File: src/rtl/led_pattern_sequencer.sv
// LED bar sequencer: clk divider produces pattern steps; mode FSM selects one of five patterns.
// Latency: first step lands DIVIDER edges after reset/mode change; all outputs registered.
// Backpressure: none; pause freezes divider and pattern, mode_next always honoured.
// Optional auto mode advance after AUTO_STEPS steps: define LED_SEQ_AUTO_CYCLE_EN.
module led_pattern_sequencer #(
    parameter int DIVIDER    = 4,
    parameter int AUTO_STEPS = 16
) (
    input  logic       clk,
    input  logic       rst,
    input  logic       mode_next,
    input  logic       pause,
    output logic [7:0] led,
    output logic [2:0] mode,
    output logic       step_tick
);

    localparam int DIV_W = (DIVIDER > 1) ? $clog2(DIVIDER) : 1;
    localparam logic [DIV_W-1:0] DIV_LAST = DIV_W'(DIVIDER - 1);
    localparam logic DIR_LEFT  = 1'b0;
    localparam logic DIR_RIGHT = 1'b1;

    typedef enum logic [2:0] {
        MODE_SHL    = 3'd0,
        MODE_SHR    = 3'd1,
        MODE_BOUNCE = 3'd2,
        MODE_BLINK  = 3'd3,
        MODE_COUNT  = 3'd4
    } mode_e;

    mode_e            mode_q, mode_d;
    logic [7:0]       led_q, led_d;
    logic [DIV_W-1:0] div_cnt_q, div_cnt_d;
    logic             step_tick_q, step_tick_d;
    logic             dir_q, dir_d;

    logic [7:0]       step_led;
    logic             step_dir;
    logic             step_edge;

`ifdef LED_SEQ_AUTO_CYCLE_EN
    localparam int AUTO_W = (AUTO_STEPS > 1) ? $clog2(AUTO_STEPS) : 1;
    localparam logic [AUTO_W-1:0] AUTO_LAST = AUTO_W'(AUTO_STEPS - 1);
    logic [AUTO_W-1:0] step_cnt_q, step_cnt_d;
`endif

    function automatic mode_e next_mode(input mode_e m);
        case (m)
            MODE_SHL:    return MODE_SHR;
            MODE_SHR:    return MODE_BOUNCE;
            MODE_BOUNCE: return MODE_BLINK;
            MODE_BLINK:  return MODE_COUNT;
            default:     return MODE_SHL;
        endcase
    endfunction

    function automatic logic [7:0] mode_seed(input mode_e m);
        case (m)
            MODE_SHR:   return 8'h80;
            MODE_BLINK: return 8'hFF;
            MODE_COUNT: return 8'h00;
            default:    return 8'h01;
        endcase
    endfunction

    assign step_edge = !pause && (div_cnt_q == DIV_LAST);

    // Next pattern value if this edge turns out to be a plain step.
    always_comb begin
        step_led = led_q;
        step_dir = dir_q;
        case (mode_q)
            MODE_SHL:    step_led = {led_q[6:0], led_q[7]};
            MODE_SHR:    step_led = {led_q[0], led_q[7:1]};
            MODE_BOUNCE: begin
                if (led_q == 8'h80) begin
                    step_led = 8'h40;
                    step_dir = DIR_RIGHT;
                end else if (led_q == 8'h01) begin
                    step_led = 8'h02;
                    step_dir = DIR_LEFT;
                end else if (dir_q == DIR_LEFT) begin
                    step_led = {led_q[6:0], 1'b0};
                end else begin
                    step_led = {1'b0, led_q[7:1]};
                end
            end
            MODE_BLINK:  step_led = ~led_q;
            MODE_COUNT:  step_led = led_q + 8'd1;
            default:     step_led = led_q;
        endcase
    end

    always_comb begin
        mode_d      = mode_q;
        led_d       = led_q;
        div_cnt_d   = div_cnt_q;
        step_tick_d = 1'b0;
        dir_d       = dir_q;
`ifdef LED_SEQ_AUTO_CYCLE_EN
        step_cnt_d  = step_cnt_q;
`endif
        if (mode_q > MODE_COUNT) begin
            mode_d    = MODE_SHL;
            led_d     = 8'h01;
            div_cnt_d = '0;
            dir_d     = DIR_LEFT;
`ifdef LED_SEQ_AUTO_CYCLE_EN
            step_cnt_d = '0;
`endif
        end else if (mode_next) begin
            // Explicit advance beats any coincident step or auto advance.
            mode_d    = next_mode(mode_q);
            led_d     = mode_seed(next_mode(mode_q));
            div_cnt_d = '0;
            dir_d     = DIR_LEFT;
`ifdef LED_SEQ_AUTO_CYCLE_EN
            step_cnt_d = '0;
`endif
        end else if (step_edge) begin
            div_cnt_d   = '0;
            step_tick_d = 1'b1;
`ifdef LED_SEQ_AUTO_CYCLE_EN
            if (step_cnt_q == AUTO_LAST) begin
                mode_d     = next_mode(mode_q);
                led_d      = mode_seed(next_mode(mode_q));
                dir_d      = DIR_LEFT;
                step_cnt_d = '0;
            end else begin
                led_d      = step_led;
                dir_d      = step_dir;
                step_cnt_d = step_cnt_q + 1'b1;
            end
`else
            led_d = step_led;
            dir_d = step_dir;
`endif
        end else if (!pause) begin
            div_cnt_d = div_cnt_q + 1'b1;
        end
    end

    always_ff @(posedge clk) begin
        if (rst) begin
            mode_q      <= MODE_SHL;
            led_q       <= 8'h01;
            div_cnt_q   <= '0;
            step_tick_q <= 1'b0;
            dir_q       <= DIR_LEFT;
`ifdef LED_SEQ_AUTO_CYCLE_EN
            step_cnt_q  <= '0;
`endif
        end else begin
            mode_q      <= mode_d;
            led_q       <= led_d;
            div_cnt_q   <= div_cnt_d;
            step_tick_q <= step_tick_d;
            dir_q       <= dir_d;
`ifdef LED_SEQ_AUTO_CYCLE_EN
            step_cnt_q  <= step_cnt_d;
`endif
        end
    end

    assign led       = led_q;
    assign mode      = mode_q;
    assign step_tick = step_tick_q;

endmodule
File: config.mk
export PLATFORM = sky130hd
export DESIGN_NAME = led_pattern_sequencer
export DESIGN_NICKNAME = d
export VERILOG_FILES = /design/src/rtl/led_pattern_sequencer.sv
export SDC_FILE = /design/constraint.sdc
export NUM_CORES = 1
export LEC_CHECK = 0
export ABC_AREA = 0
export BUFFER_PORTS_ARGS = -buffer_cell sky130_fd_sc_hd__buf_4
export CORE_MARGIN = 1
export CORE_UTILIZATION = 51
export CTS_CLUSTER_SIZE = 12
export DETAILED_ROUTE_END_ITERATION = 10
export GPL_TIMING_DRIVEN = 0
export HOLD_SLACK_MARGIN = 0.1
export PLACE_DENSITY = 0.83
export SLEW_MARGIN = 25
export SYNTH_ARGS = -nofsm -noshare
export SYNTH_HDL_FRONTEND = slang
export SYNTH_SLANG_ARGS = --single-unit
File: constraint.sdc
create_clock -name clk -period 2.1 [get_ports clk]
set_input_delay 0.105 -clock clk [delete_from_list [all_inputs] [get_ports clk]]
set_output_delay 0.105 -clock clk [all_outputs]
set_load 0.02 [all_outputs]
# [After elaboration in Yosys (flattened, before gate mapping)]
# Cells that the tools add are included.
[word_totals] ff_bits=15 in_bits=4 out_inout_bits=12 elab_cells=43
[op_classes] addsub=2 magnitude_cmp=1 n_eq_ne=10 mux=13 n_bitwise=1 reduce_logical=11
[ops] cell="two-way mux 8 bit" count=5
[ops] cell="case mux 8 bit (5 select lines)" count=1
[ops] cell="case mux 8 bit (3 select lines)" count=1
[ops] cell="case mux 3 bit (4 select lines)" count=1
[ops] cell="equality test 3 x 2 -> 1 bit, second input constant" count=3
[ops] cell="adder 8 x 1 -> 8 bit, second input constant" count=1
[ops] cell="equality test 8 x 1 -> 1 bit, second input constant" count=1
[ops] cell="equality test 8 bit, second input constant" count=1
[ops] cell="NOT 8 bit" count=1
[ops] cell="equality test 3 x 1 -> 1 bit, second input constant" count=2
[ops] cell="equality test 3 bit, second input constant" count=2
[ops] cell="two-way mux 3 bit" count=2
[ops] cell="nonzero test 6 bit" count=1
[ops] cell="nonzero test 2 bit" count=2
[ops] cell="OR reduction 4 bit" count=1
[ops] cell="> comparator 3 bit, second input constant" count=1
[ops] cell="logical NOT 3 bit" count=1
[ops] cell="two-way mux 1 bit" count=3
[ops] cell="AND reduction 3 bit" count=1
[ops] cell="OR reduction 3 bit" count=1
[ops] cell="adder 2 x 1 -> 2 bit, second input constant" count=1
[ops] cell="equality test 2 bit, second input constant" count=1
[ops] cell="AND reduction 2 bit" count=1
[ops] cell="OR reduction 2 bit" count=1
[ops] cell="other kinds (2)" count=2

# [Longest topological paths before layout]
[logic_depth] depth_word=7 ltp_mapped=7 ltp_nobuf=7

# [Least setup slack after synthesis]
# Ideal clock, no wire load.
[synth_timing] path_type="register to register" startpoint="register led_q[4], in the netlist led[4]" endpoint="register led_q[2], in the netlist led[2]" setup_time_ns=0.122 t_arrival_ns=1.747 required_ns=1.978 path_slack_ns=0.231 path_stages_with_launch=7 path_buffers=1 synth_period_minus_slack_ns=1.869 cell_sequence="dfxtp_1 > buf_6 > or4_4 > o311ai_2 > a21oi_2 > a211oi_2 > a21oi_1"
[synth_between] elab_chain_cells=6 word_cells_on_any_way=7 cone_classes="eq/ne (2); mux (5)"
[synth_rtl] element="start: declaration" line_no="32" source="logic [7:0] led_q, led_d;"
[synth_rtl] element="start signal: assignment" line_no="155" source="led_q <= led_d;"
[synth_rtl] element="equality test 8 x 1 -> 1 bit" line_no="79" source="end else if (led_q == 8'h01) begin"
[synth_rtl] element="two-way mux 8 bit" line_no="79"
[synth_rtl] element="two-way mux 8 bit *" line_no="76" source="if (led_q == 8'h80) begin"
[synth_rtl] element="case mux 8 bit (5 select lines) *" line_no="72" source="case (mode_q)"
[synth_rtl] element="two-way mux 8 bit *" line_no="120" source="end else if (step_edge) begin"
[synth_rtl] element="two-way mux 8 bit *" line_no="111" source="end else if (mode_next) begin"
# Every way passes the cells marked *; elsewhere a longest branch is shown, timed or not. The select of a mux whose other input is x is not followed.
# A chain may end at the register's enable or synchronous reset.

# [Worst setup path after layout]
[layout_timing] startpoint="register led_q[1], in the netlist led[1]" endpoint="register led_q[5], in the netlist led[5]"
[layout_between] elab_chain_cells=6 word_cells_on_any_way=8 cone_classes="add/sub (1); eq/ne (2); mux (5)"
[layout_rtl] element="branches (longest 3 deep; another with adder 8 x 1 -> 8 bit)"
[layout_rtl] element="case mux 8 bit (5 select lines) *" line_no="72"
[layout_rtl] element="two-way mux 8 bit *" line_no="120"
[layout_rtl] element="two-way mux 8 bit *" line_no="111"
# Mark *: on every way between the ends. The select of a mux whose other input is x is not followed.

==> key figures <==
Setup path
  – Cell Chain, Critical Path: inv_1 -> ha_1 -> mux2i_2 -> o311ai_2 -> a21oi_2 -> nand2_1 -> a311oi_1
  – Critical path type: reg2reg
  – Setup crit start kind: flop
  – CP Capture Type: flop
  – Crit. Startpoint: led[1]
  – Worst R2R Path Depth: 7
  – WP data arrival: 2.17 ns
  – Crit-path max cell delay: 0.46 ns
  – Reg2Reg Setup Slack: 0.14 ns
  – Critical Path Slowest Stage Cell: dfxtp_1
  – FF-to-FF End: led[5]
  – Critical path fanouts, max: 7
  – Critical Path RT: between 2 and 2.5 ns
  – RR Startpoint: led[1]

Pwr
  – Logic gate share of total power: 0.376
  – Sw frac: 0.3796
  – Sequential share of power: 0.407
  – Switching power: 0.3047 mW
  – Pwr/cell area: 564.7 nW/µm²
  – Max VDD drop: 0.4473 mV
  – P_int: 0.4979 mW
  – Pleak: 0.5525 nW
  – Power share of the clock group: 0.217

Timing
  – Tightest Pin Transition: 0.6645 ns
  – RSZ-0062 raised after global routing: no
  – Fin. max-slew vios: 0
  – Final worst path period need: 1.964 ns
  – Setup violators final: 0
  – Peak Freq: roughly 500 MHz
  – Final hold viol count: 0
  – Setup TNS: 0 ns
  – Max_slew headroom: 0.5561
  – Worst Clk Skew: 0.003823 ns
  – Final worst-path cycle share: 0.9352

Drt
  – DRT iter0 DRCs: 90
  – Residual DRC: 0
  – Vias: 1298
  – Final WL: 3278 µm
  – Via/cell ratio: 6.211
  – DRT antenna net count: 0
  – TritonRoute pass-1 iters: 4
  – Per-cell routed wire length: 15.68 µm

Min path
  – Hold worst-path end: mode[0]
  – Worst hold path depth: 4
  – Min-delay src: mode_next
  – Worst min-delay path category: in2reg

GRT
  – Number of global-route vias before repair: about 1100
  – Initial antenna violation count: 0
  – Largest net degree at the start of global routing: 12
  – GR Layer Usage met2: 0.4600
  – Global-route wire length before repair: 5347 µm
  – All-Layer GR Usage: 0.2860
  – Overflow after GRT: 0
  – GR Layer Usage met3: 0.03636
  – GRT Max-Usage Layer: met2
  – M1 GR Usage: 0.3773

Logic synthesis
  – Gate Count Post-Synth: 160
  – Synth cell types: 49
  – Post-synth top area share: 0.2482
  – Area leader, netlist: dfxtp_1
  – FF+latch count, synth: 15
  – Post-Syn Area: 1210 µm²
  – Mean Syn Cell Area: 7.562 µm²
  – Post-synthesis sequential area ratio: 0.2482
  – YS warnings: 0
  – Post-synth net total: 168
  – Top post-synthesis cells by area: dfxtp_1 (25%), a21oi_1 (5.8%), nand2_1 (5.3%), nor2_1 (4.7%), ha_1 (4.1%)

CTS
  – CTS tree: done
  – CTS Buf Count: 3
  – Clock root buffer: clkbuf_4
  – H-Tree Depth: 1
  – Clock transition at path regs: 0.10 ns
  – Sink Count: 15
  – CTS Buffer Depth: 2
  – Clk Latency, worst-skew pair: around 0.30 ns

Placement
  – IO Port Bufs: 15
  – Placed Area: 1358 µm²
  – Post-DP HPWL: 2371 µm
  – RePlAce Congestion: 0.9218

Die
  – Die X: 50.71 µm
  – # rows: 17
  – Area of the core: around 2200 µm²
  – Starting Density: 0.5417
  – Top-Level Pins: 16
  – Die Y: just over 50 µm
  – Full die area: about 2600 µm²

Outcome
  – Status: complete, no violations

Finish
  – Share of cells above drive strength 1: 0.2265
  – Area grow syn2layout: 17.48%
  – Fill cells: 207
  – ANT cells: 0
  – Commonest non-fill, non-tap cells in the layout: nand2_1 (17), nor2_1 (15), buf_4 (15)
  – Nets: 190
  – Most common cell after layout, fill and taps aside: nand2_1
  – Cell area after layout: approximately 1400 µm²

Flow run
  – Maxcap violations: 0
-- per-stage QoR --
step                      worst slack [ns]  cells  utilization  hold WS, ns  power [mW]
after floorplan                     0.2308    160            -       0.1774      0.5370
after global placement             0.07630    203       0.6078       0.3046      0.6114
after detailed placement           0.03428    203       0.6078       0.3096      0.6176
after CTS                          0.01132    209       0.6291       0.3198      0.7934
after global routing              0.006955    209       0.6364       0.3496      0.8498
final                               0.1361    209       0.6364       0.3282      0.8026
-- state kept, by name, summed over array words and instances (netlist names) --
name       cells
led            8
dir_q          1
mode           3
div_cnt_q      2
step_tick      1
-- synthesized netlist by cell type, drive strengths merged --
cell / instances
a211oi: 7
o32ai: 1
mux2i: 3
o21bai: 1
nor3b: 4
o311ai: 1
a221o: 1
a221oi: 2
nand2: 17
buf: 9
clkbuf: 2
nand4: 1
a22oi: 1
o21a: 1
a2bb2oi: 2
o31a: 1
o31ai: 1
xor2: 2
o21ai: 5
a32oi: 1
dfxtp: 15
a41o: 1
a31o: 1
nand3: 5
a21boi: 1
a21o: 1
nor2b: 4
nand2b: 5
mux2: 1
o211ai: 1
o22ai: 2
a21oi: 15
nor2: 15
inv: 7
a311oi: 1
o221a: 1
ha: 4
and3: 1
nor3: 9
o221ai: 1
xnor2: 5
or4: 1
-- cells by family after synthesis --
group	count (synthesis)	share of synthesized area
and+or+nand+nor	62	0.2523
AOI/OAI and AO/OA	50	0.3041
buffers and inverters	18	0.06929
DFF	15	0.2482
xor gates and xnor gates	7	0.05067
muxes	4	0.03413
adders and majority gates	4	0.04137
-- power groups by stage --
stage	clock, mW	sequential, mW	combinational [mW]
5_1_grt	0.190	0.330	0.329
6_report	0.174	0.327	0.302
2_1_floorplan	0	0.348	0.189
4_1_cts	0.179	0.326	0.289
3_3_place_gp	0	0.331	0.281
3_5_place_dp	0	0.332	0.285
-- timing repair --
action                     4_1_cts  5_1_grt
setup endpoints to repair        0        6
buffers inserted                 0        0
hold endpoints to repair         5        0
resized for setup                0        5
hold buffers                     2        0
-- how the worst max path moves through the flow --
stage | cells past startpoint | end | slack, ns
after floorplan | 6 | led[2] | 0.23
after global placement | 7 | led[4] | 0.08
after detailed placement | 7 | led[4] | 0.03
after CTS | 7 | led[4] | 0.01
after global routing | 6 | led[4] | 0.007
final | 7 | led[5] | 0.14
-- metal layers --
metal	share of wire	routed length (µm)
met1	0.44	1450
met4	0.011	36
met2	0.48	1572
met5	0	0
met3	0.067	219
-- area by class of cell --
cell class	count	area, µm²	area share
well taps	28	35.03	0.02465
clock inverters	1	5.005	0.003521
multi-input cells	127	840.8	0.5916
plain buffers	11	57.56	0.04049
repair buffers	17	132.6	0.09331
flip-flops and latches	15	301.5	0.2121
inverters	7	26.28	0.01849
clock buffers	3	22.52	0.01585
-- critical path, delay by kind of cell, from the launching register on --
family	cells	cell delay, ns
AOI/OAI and AO/OA	3	0.71
DFF	1	0.46
adders and majority gates	1	0.24
muxes	1	0.23
buffers and inverters	1	0.14
and+or+nand+nor	1	0.09
No activity file was read; power rests on OpenSTA's default activity.
